===== src/rtl/pipe_ctrl_pkg.sv =====
// Shared types and constants for the pipeline hazard controller.
// Holds the controller state enum, forward-select codes and REG_AW.
package pipe_ctrl_pkg;

  localparam int REG_AW = 5;

  typedef enum logic [1:0] {
    RUN      = 2'd0,
    MEM_WAIT = 2'd1,
    ERR      = 2'd2
  } state_e;

  localparam logic [1:0] FWD_RF  = 2'b00;
  localparam logic [1:0] FWD_WB  = 2'b01;
  localparam logic [1:0] FWD_MEM = 2'b10;

endpackage


===== src/rtl/pipe_fwd_unit.sv =====
// EX operand forwarding select (EX/MEM beats MEM/WB, x0 never forwards).
// In: EX source regs, EX/MEM and MEM/WB dest + regwrite. Out: fwd_a, fwd_b.
module pipe_fwd_unit
  import pipe_ctrl_pkg::*;
#(
  parameter int AW = 5
) (
  input  logic [AW-1:0] id_ex_rs1,
  input  logic [AW-1:0] id_ex_rs2,
  input  logic [AW-1:0] ex_mem_rd,
  input  logic          ex_mem_regwrite,
  input  logic [AW-1:0] mem_wb_rd,
  input  logic          mem_wb_regwrite,
  output logic [1:0]    fwd_a,
  output logic [1:0]    fwd_b
);

  function automatic logic [1:0] sel(input logic [AW-1:0] rs,
                                     input logic [AW-1:0] m_rd,
                                     input logic          m_we,
                                     input logic [AW-1:0] w_rd,
                                     input logic          w_we);
    logic [1:0] s;
    s = FWD_RF;
    if (m_we && m_rd != '0 && m_rd == rs)
      s = FWD_MEM;
    else if (w_we && w_rd != '0 && w_rd == rs)
      s = FWD_WB;
    return s;
  endfunction

  always_comb begin
    fwd_a = sel(id_ex_rs1, ex_mem_rd, ex_mem_regwrite,
                mem_wb_rd, mem_wb_regwrite);
    fwd_b = sel(id_ex_rs2, ex_mem_rd, ex_mem_regwrite,
                mem_wb_rd, mem_wb_regwrite);
  end

endmodule


===== src/rtl/pipe_hazard_ctrl.sv =====
// 5-stage pipeline hazard controller: mem-wait stall with timeout, branch
// flush, load-use/RAW stall, operand forwarding (FORWARDING_EN macro).
// Ports: clk, rst (sync, active-low); ID/EX/MEM/WB hazard inputs; mem_ready;
// stage enables, stage flushes, fwd_a/fwd_b, sticky mem_timeout_err.
module pipe_hazard_ctrl
  import pipe_ctrl_pkg::*;
#(
  parameter int MEM_WAIT_MAX = 15,
  parameter int REG_AW       = pipe_ctrl_pkg::REG_AW
) (
  input  logic              clk,
  input  logic              rst,
  input  logic [REG_AW-1:0] id_rs1,
  input  logic [REG_AW-1:0] id_rs2,
  input  logic [REG_AW-1:0] id_ex_rs1,
  input  logic [REG_AW-1:0] id_ex_rs2,
  input  logic [REG_AW-1:0] id_ex_rd,
  input  logic              id_ex_memread,
  input  logic              id_ex_regwrite,
  input  logic [REG_AW-1:0] ex_mem_rd,
  input  logic              ex_mem_regwrite,
  input  logic              ex_mem_memread,
  input  logic              ex_mem_memwrite,
  input  logic              ex_mem_pc_src,
  input  logic [REG_AW-1:0] mem_wb_rd,
  input  logic              mem_wb_regwrite,
  input  logic              mem_ready,
  output logic              pc_en,
  output logic              if_id_en,
  output logic              id_ex_en,
  output logic              ex_mem_en,
  output logic              if_id_flush,
  output logic              id_ex_flush,
  output logic              ex_mem_flush,
  output logic              mem_wb_flush,
  output logic [1:0]        fwd_a,
  output logic [1:0]        fwd_b,
  output logic              mem_timeout_err
);

  localparam int CW = $clog2(MEM_WAIT_MAX + 1);

  state_e        state_q, state_d;
  logic [CW-1:0] wait_cnt_q, wait_cnt_d;
  logic          mem_wait;
  logic          stall;

  // Producer rd (written when we=1) is needed by an ID source register.
  function automatic logic id_hit(input logic [REG_AW-1:0] rd,
                                  input logic              we);
    return we && rd != '0 && (rd == id_rs1 || rd == id_rs2);
  endfunction

`ifdef FORWARDING_EN
  logic [1:0] fwd_a_raw, fwd_b_raw;

  pipe_fwd_unit #(.AW(REG_AW)) u_fwd (
    .id_ex_rs1       (id_ex_rs1),
    .id_ex_rs2       (id_ex_rs2),
    .ex_mem_rd       (ex_mem_rd),
    .ex_mem_regwrite (ex_mem_regwrite),
    .mem_wb_rd       (mem_wb_rd),
    .mem_wb_regwrite (mem_wb_regwrite),
    .fwd_a           (fwd_a_raw),
    .fwd_b           (fwd_b_raw)
  );

  assign fwd_a = rst ? fwd_a_raw : FWD_RF;
  assign fwd_b = rst ? fwd_b_raw : FWD_RF;
  assign stall = id_hit(id_ex_rd, id_ex_memread);
`else
  logic fwd_unused;

  assign fwd_unused = ^{id_ex_rs1, id_ex_rs2, mem_wb_rd, mem_wb_regwrite};
  assign fwd_a = FWD_RF;
  assign fwd_b = FWD_RF;
  // Write-first regfile: a MEM/WB producer never needs a stall.
  assign stall = id_hit(id_ex_rd, id_ex_memread)
               | id_hit(id_ex_rd, id_ex_regwrite)
               | id_hit(ex_mem_rd, ex_mem_regwrite);
`endif

  assign mem_wait = (ex_mem_memread | ex_mem_memwrite) & ~mem_ready
                  & (state_q != ERR);

  assign mem_timeout_err = rst & (state_q == ERR);

  always_comb begin
    state_d      = state_q;
    wait_cnt_d   = wait_cnt_q;
    pc_en        = 1'b1;
    if_id_en     = 1'b1;
    id_ex_en     = 1'b1;
    ex_mem_en    = 1'b1;
    if_id_flush  = 1'b0;
    id_ex_flush  = 1'b0;
    ex_mem_flush = 1'b0;
    mem_wb_flush = 1'b0;
    if (!rst || state_q == ERR) begin
      {pc_en, if_id_en, id_ex_en, ex_mem_en} = 4'b0000;
      {if_id_flush, id_ex_flush, ex_mem_flush, mem_wb_flush} = 4'b1111;
      if (!rst) begin
        state_d    = RUN;
        wait_cnt_d = '0;
      end
    end else if (mem_wait) begin
      {pc_en, if_id_en, id_ex_en, ex_mem_en} = 4'b0000;
      mem_wb_flush = 1'b1;
      if (wait_cnt_q == CW'(MEM_WAIT_MAX - 1)) begin
        state_d = ERR;
      end else begin
        state_d    = MEM_WAIT;
        wait_cnt_d = wait_cnt_q + CW'(1);
      end
    end else begin
      // A branch held back by a mem-wait is served here, on mem_ready.
      state_d    = RUN;
      wait_cnt_d = '0;
      if (ex_mem_pc_src) begin
        if_id_flush  = 1'b1;
        id_ex_flush  = 1'b1;
        ex_mem_flush = 1'b1;
      end else if (stall) begin
        pc_en       = 1'b0;
        if_id_en    = 1'b0;
        id_ex_flush = 1'b1;
      end
    end
  end

  always_ff @(posedge clk) begin
    if (!rst) begin
      state_q    <= RUN;
      wait_cnt_q <= '0;
    end else begin
      state_q    <= state_d;
      wait_cnt_q <= wait_cnt_d;
    end
  end

endmodule


===== config.mk =====
export PLATFORM = sky130hd
export DESIGN_NAME = pipe_hazard_ctrl
export DESIGN_NICKNAME = d
export VERILOG_FILES = /design/src/rtl/pipe_ctrl_pkg.sv /design/src/rtl/pipe_fwd_unit.sv /design/src/rtl/pipe_hazard_ctrl.sv
export SDC_FILE = /design/constraint.sdc
export NUM_CORES = 1
export LEC_CHECK = 0
export ABC_CLOCK_PERIOD_IN_PS = 2440
export CELL_PAD_IN_SITES_DETAIL_PLACEMENT = 0
export CELL_PAD_IN_SITES_GLOBAL_PLACEMENT = 1
export CORE_MARGIN = 1.5
export CORE_UTILIZATION = 20
export CTS_BUF_LIST = sky130_fd_sc_hd__clkbuf_4
export CTS_CLUSTER_SIZE = 8
export DETAILED_ROUTE_END_ITERATION = 12
export GPL_ROUTABILITY_DRIVEN = 0
export GPL_TIMING_DRIVEN = 0
export PLACE_DENSITY_LB_ADDON = 0.1
export SLEW_MARGIN = 0
export SYNTH_ARGS = -nofsm -noshare
export SYNTH_HDL_FRONTEND = slang
export SYNTH_SLANG_ARGS = --single-unit

===== constraint.sdc =====
create_clock -name clk -period 2.44 [get_ports clk]
set_clock_uncertainty 0.2 [all_clocks]
set_input_delay 0.488 -clock clk [delete_from_list [all_inputs] [get_ports clk]]
set_output_delay 0.488 -clock clk [all_outputs]
set_load 0.05 [all_outputs]

# Word-level counts from Yosys, hierarchy flattened
# Cells that the tools add are included.
# Widths: inputs -> output; s select.
# classes
add_sub_neg,1
eq_ne,8
bitwise,8
muxes,19
n_reduce_logical,13
# op_table
op,n
$eq 5x5->1,4
$mux 1,15
$reduce_bool 5->1,2
$mux 4,2
$logic_and 1x1->1,6
$add 4x1->4 const B,1
$eq 4x4->1 const B,1
$mux 2,2
$ne 2x2->1 const B,2
$and 1x1->1,3
$logic_or 1x1->1,3
$or 1x1->1,3
$eq 2x2->1 const B,1
$not 1->1,2
$reduce_and 2->1,1
$logic_not 1->1,1
# word_totals
out_inout_bits,13
in_bits,45
reg_bits,6
elab_cells,51

# Logic depth before layout (Yosys ltp)
# logic_depth
word_depth,9
ltp_mapped,7

# Worst setup path before layout
# OpenSTA, ideal clock, no wires.
# synth_timing
path_kind,input to output
startpoint,in ex_mem_memwrite
endpoint,out pc_en
required_ns,1.752
stages,4
arrival_time_ns,2.435
path_slack_ns,-0.683
path_buffers,1
path_cell_list,o21bai_1 nand3_1 a21oi_1 buf_4
# synth_between
elab_chain_cells,5
# synth_rtl
element,line,source
start: declaration,pipe_hazard_ctrl.sv:23,"input logic ex_mem_memwrite,"
$or 1x1->1,pipe_hazard_ctrl.sv:83,assign mem_wait = (ex_mem_memread | ex_mem_memwrite) & ~mem_ready
$and 1x1->1,pipe_hazard_ctrl.sv:83,
$and 1x1->1,pipe_hazard_ctrl.sv:84,& (state_q != ERR);
$mux 1 (2 in a row),n/a,
end: declaration,pipe_hazard_ctrl.sv:28,"output logic pc_en,"
# No other way between the ends.

# Worst setup path after layout
# layout_timing
startpoint,in id_ex_rd[2]
endpoint,out pc_en
# layout_between
elab_chain_cells,9
# layout_rtl
element,line,source
start: declaration,pipe_hazard_ctrl.sv:17,"input logic [REG_AW-1:0] id_ex_rd,"
$eq 5x5->1 / $reduce_bool 5->1 (equally long branches),pipe_hazard_ctrl.sv:51,return we && rd != '0 && (rd == id_rs1 || rd == id_rs2);
$logic_or 1x1->1 / $logic_and 1x1->1 (equally long branches),pipe_hazard_ctrl.sv:51,
$logic_and 1x1->1,pipe_hazard_ctrl.sv:51,
$or 1x1->1 *,pipe_hazard_ctrl.sv:79,"| id_hit(id_ex_rd, id_ex_regwrite)"
$or 1x1->1 *,pipe_hazard_ctrl.sv:80,"| id_hit(ex_mem_rd, ex_mem_regwrite);"
$mux 1 *,pipe_hazard_ctrl.sv:123,end else if (stall) begin
$mux 1 *,pipe_hazard_ctrl.sv:119,if (ex_mem_pc_src) begin
$mux 1 *,pipe_hazard_ctrl.sv:106,end else if (mem_wait) begin
$mux 1 *,pipe_hazard_ctrl.sv:99,if (!rst || state_q == ERR) begin
# Mark *: on every way between the ends. The rest lies on a longest branch, timed or not.

==> metrics.md <==
| Metric | Value |
|---|---|
| Status | `finished, violations left` |
| Failing checks | `setup timing` |
| Clock-pin slew on the worst setup and hold paths | `0.05 ns` |
| VDD IR max | `0.000193 V` |
| Routed vias | `712` |
| H-Tree Depth | `1` |
| Setup TNS | `-0.0464 ns` |
| CP max FO | `3` |
| Synth Instances | `84` |
| Post-synthesis cell area | `641 sq um` |
| Int Pwr | `between 200 and 250 uW` |
| Place WS | `-1.19 ns` |
| Tmin final | `2.49 ns` |
| Vias in the first global route | `682` |
| DR WL/cell | `approximately 11 microns` |
| Global Route Usage Sum | `10.2%` |
| CTS tree | `built` |
| Nets | `between 150 and 200` |
| Hold_buf cts | `0` |
| Clock sinks | `6` |
| Combinational fraction of design power | `roughly half` |
| Die H | `approximately 60 microns` |
| Antenna violations before repair | `0` |
| Via/cell ratio | `4.07` |
| Fmax | `around 0.40 GHz` |
| CTS max path bufs | `2` |
| Row Count | `20` |
| Area delta synth->final | `83.2%` |
| RSZ-0062 raised after global routing | `true` |
| Worst min path class | `register to register` |
| Dpl hpwl | `1.53 mm` |
| CTS Buf Count | `3` |
| Total Power | `395 uW` |
| I/O Buffers | `37` |
| Switch share | `37.0%` |
| Final Hold Viols | `0` |
| Clock share of power | `between 20 and 25%` |
| Pin count of the biggest net entering global routing | `8` |
| Post-placement cell area | `1100 sq um` |
| Yosys cell types | `24` |
| Critical path endpoint category | `output port` |
| Fraction of layout cells with a size suffix above 1 | `38.9%` |
| First-pass GRT wire length | `2.89 mm` |
| Flops & latches, synth | `6` |
| Top Ports | `58` |
| First-pass DRT Iterations | `4` |
| Fill count | `339` |
| Syn avg cell area | `7.63 sq um` |
| Post-synth EDFFs | `0` |
| PD cells | `337 nW/um^2` |
| Clock Latency Late Sink | `~0.24 ns` |
| Starting Density | `21.0%` |
| Starting DRC count in detailed routing | `27` |
| Sequential share of power | `25.8%` |
| Clock Tree Root | `clkbuf_4` |
| Main synth FF type | `dfxtp_1` |
| Leak | `0.000534 uW` |
| DR DRC count | `0` |
| Setup CP Type | `input pin to output port` |
| Design area | `1170 sq um` |
| Seq/Total Area, Yosys | `18.8%` |
| Final setup margin | `-0.0464 ns` |
| WP data required | `1.75 ns` |
| Data arrival time of the critical path | `between 1.5 and 2 ns` |
| Period Utilization, post-route | `102%` |
| Final setup violation count | `1` |
| Core Area | `3050 sq um` |
| Synth warn | `0` |
| Routed WL | `1.86 mm` |
| Die X | `59.6 microns` |
| Psw | `146 uW` |
| Ys async rst share | `0%` |
| Crit start category | `input pin` |
| Final Slew Violations | `0` |
| Full die area | `3550 sq um` |
| Hold Slack | `0.294 ns` |
| Antenna diodes | `0` |
| # Max-Cap Violations | `0` |
| Antenna-violating nets left | `0` |
| Gr ovfl total | `0` |
worst max-delay path: stages:
cell and delay (ns):
buf_8 0.10, or4_4 0.52, o22ai_2 0.12, o22ai_2 0.12, a21oi_4 0.19, buf_6 0.12
buf_8 0.13
synth_stat cells, types with 2 or more instances:
cell type	instances	area share [%]
a21oi_1	5	3.9
nor3_1	4	3.1
a22oi_1	2	2.3
ha_1	2	3.9
nor2_1	10	5.9
or4_1	2	2.3
o21ai_0	2	1.6
buf_4	7	8.2
o22ai_1	3	2.9
inv_1	5	2.9
xor2_1	20	27
dfxtp_1	6	19
o211ai_1	2	2.3
nand3_1	4	3.1
cell type report:
type                       count  area [sq um]  share of cell area, %
sequential                     6           120                   10.2
buffer                         7          56.3                   4.80
clock buffer                   3          22.5                   1.92
inverter                       5          22.5                   1.92
timing repair buffer          41           370                   31.6
multi-input combinational     69           527                   44.9
tap                           44          55.1                   4.69
per-stage QoR:
| stage | util (%) | std cells |
|---|---|---|
| finish | 38.4 | 175 |
| global route | 38.4 | 175 |
| CTS | 36.8 | 171 |
| detailed placement | 36.2 | 168 |
| global placement | 36.2 | 168 |
| floorplan | - | 87 |
timing repair:
action	CTS	global route
endpoints found under the setup margin	9	7
setup buffers	0	4
pin swaps	16	17
resized for setup	121	19
routing by layer:
layer  part of all wire (%)  vias to the layer above  global-route usage (%)
met5                      0                        -                       0
met4                      0                        0                    2.86
met3                    5.2                        0                    1.09
met2                     50                       18                    17.6
met1                     45                      321                    13.4
li1                       -                      373                       -
layout by cell type, fill, tap and decap left out, types with 2 or more instances in the layout:
cell type        instances
xor2_1                  20
buf_4                   12
nor2_1                  10
buf_2                    7
clkdlybuf4s50_1          6
clkdlybuf4s15_1          6
dfxtp_1                  6
buf_6                    5
inv_1                    4
a21oi_1                  4
conb_1                   4
buf_8                    4
clkbuf_2                 4
nand3_1                  3
clkbuf_4                 3
o211ai_1                 2
nor3_2                   2
or4_4                    2
o22ai_2                  2
nor3_1                   2
o21ai_0                  2
ha_1                     2
dlymetal6s2s_1           2
kinds of logic (layout without fill, tap and decap cells):
kind of cell             count (synthesis)  after routing  synth area share, %
buffers and inverters                   12             56                 11.1
AO/OA/AOI/OAI                           18             18                 17.8
XOR/XNOR                                20             20                 27.3
adder cells (fa/ha/maj)                  2              2                 3.91
other                                    1              4                0.585
AND/OR/NAND/NOR                         25             25                 20.5
flip-flops                               6              6                 18.8
power groups by stage:
stage	Combinational (uW)	Sequential, uW	Clock [uW]
after floorplan	110	103	0
after global placement	197	104	0
after detailed placement	196	104	0
after CTS	195	102	93.3
after global routing	219	102	97.3
final	205	102	88.3
state kept, by name, indices dropped and copies added, names as in the netlist:
signal	cells
state_q	2
wait_cnt_q	4
worst paths after layout:
kind | endpoint | depth (start not counted) | from | slack (ns)
setup / recovery | pc_en | 7 | id_ex_rd[2] | -0.05
hold / removal | wait_cnt_q[3]$_SDFFE_PN0P_ | 2 | wait_cnt_q[3]$_SDFFE_PN0P_ | 0.29
setup reg to reg | wait_cnt_q[3]$_SDFFE_PN0P_ | 6 | wait_cnt_q[0]$_SDFFE_PN0P_ | 0.68
hold reg to reg | wait_cnt_q[3]$_SDFFE_PN0P_ | 2 | wait_cnt_q[3]$_SDFFE_PN0P_ | 0.29
Power figures use the tool's default switching activity.
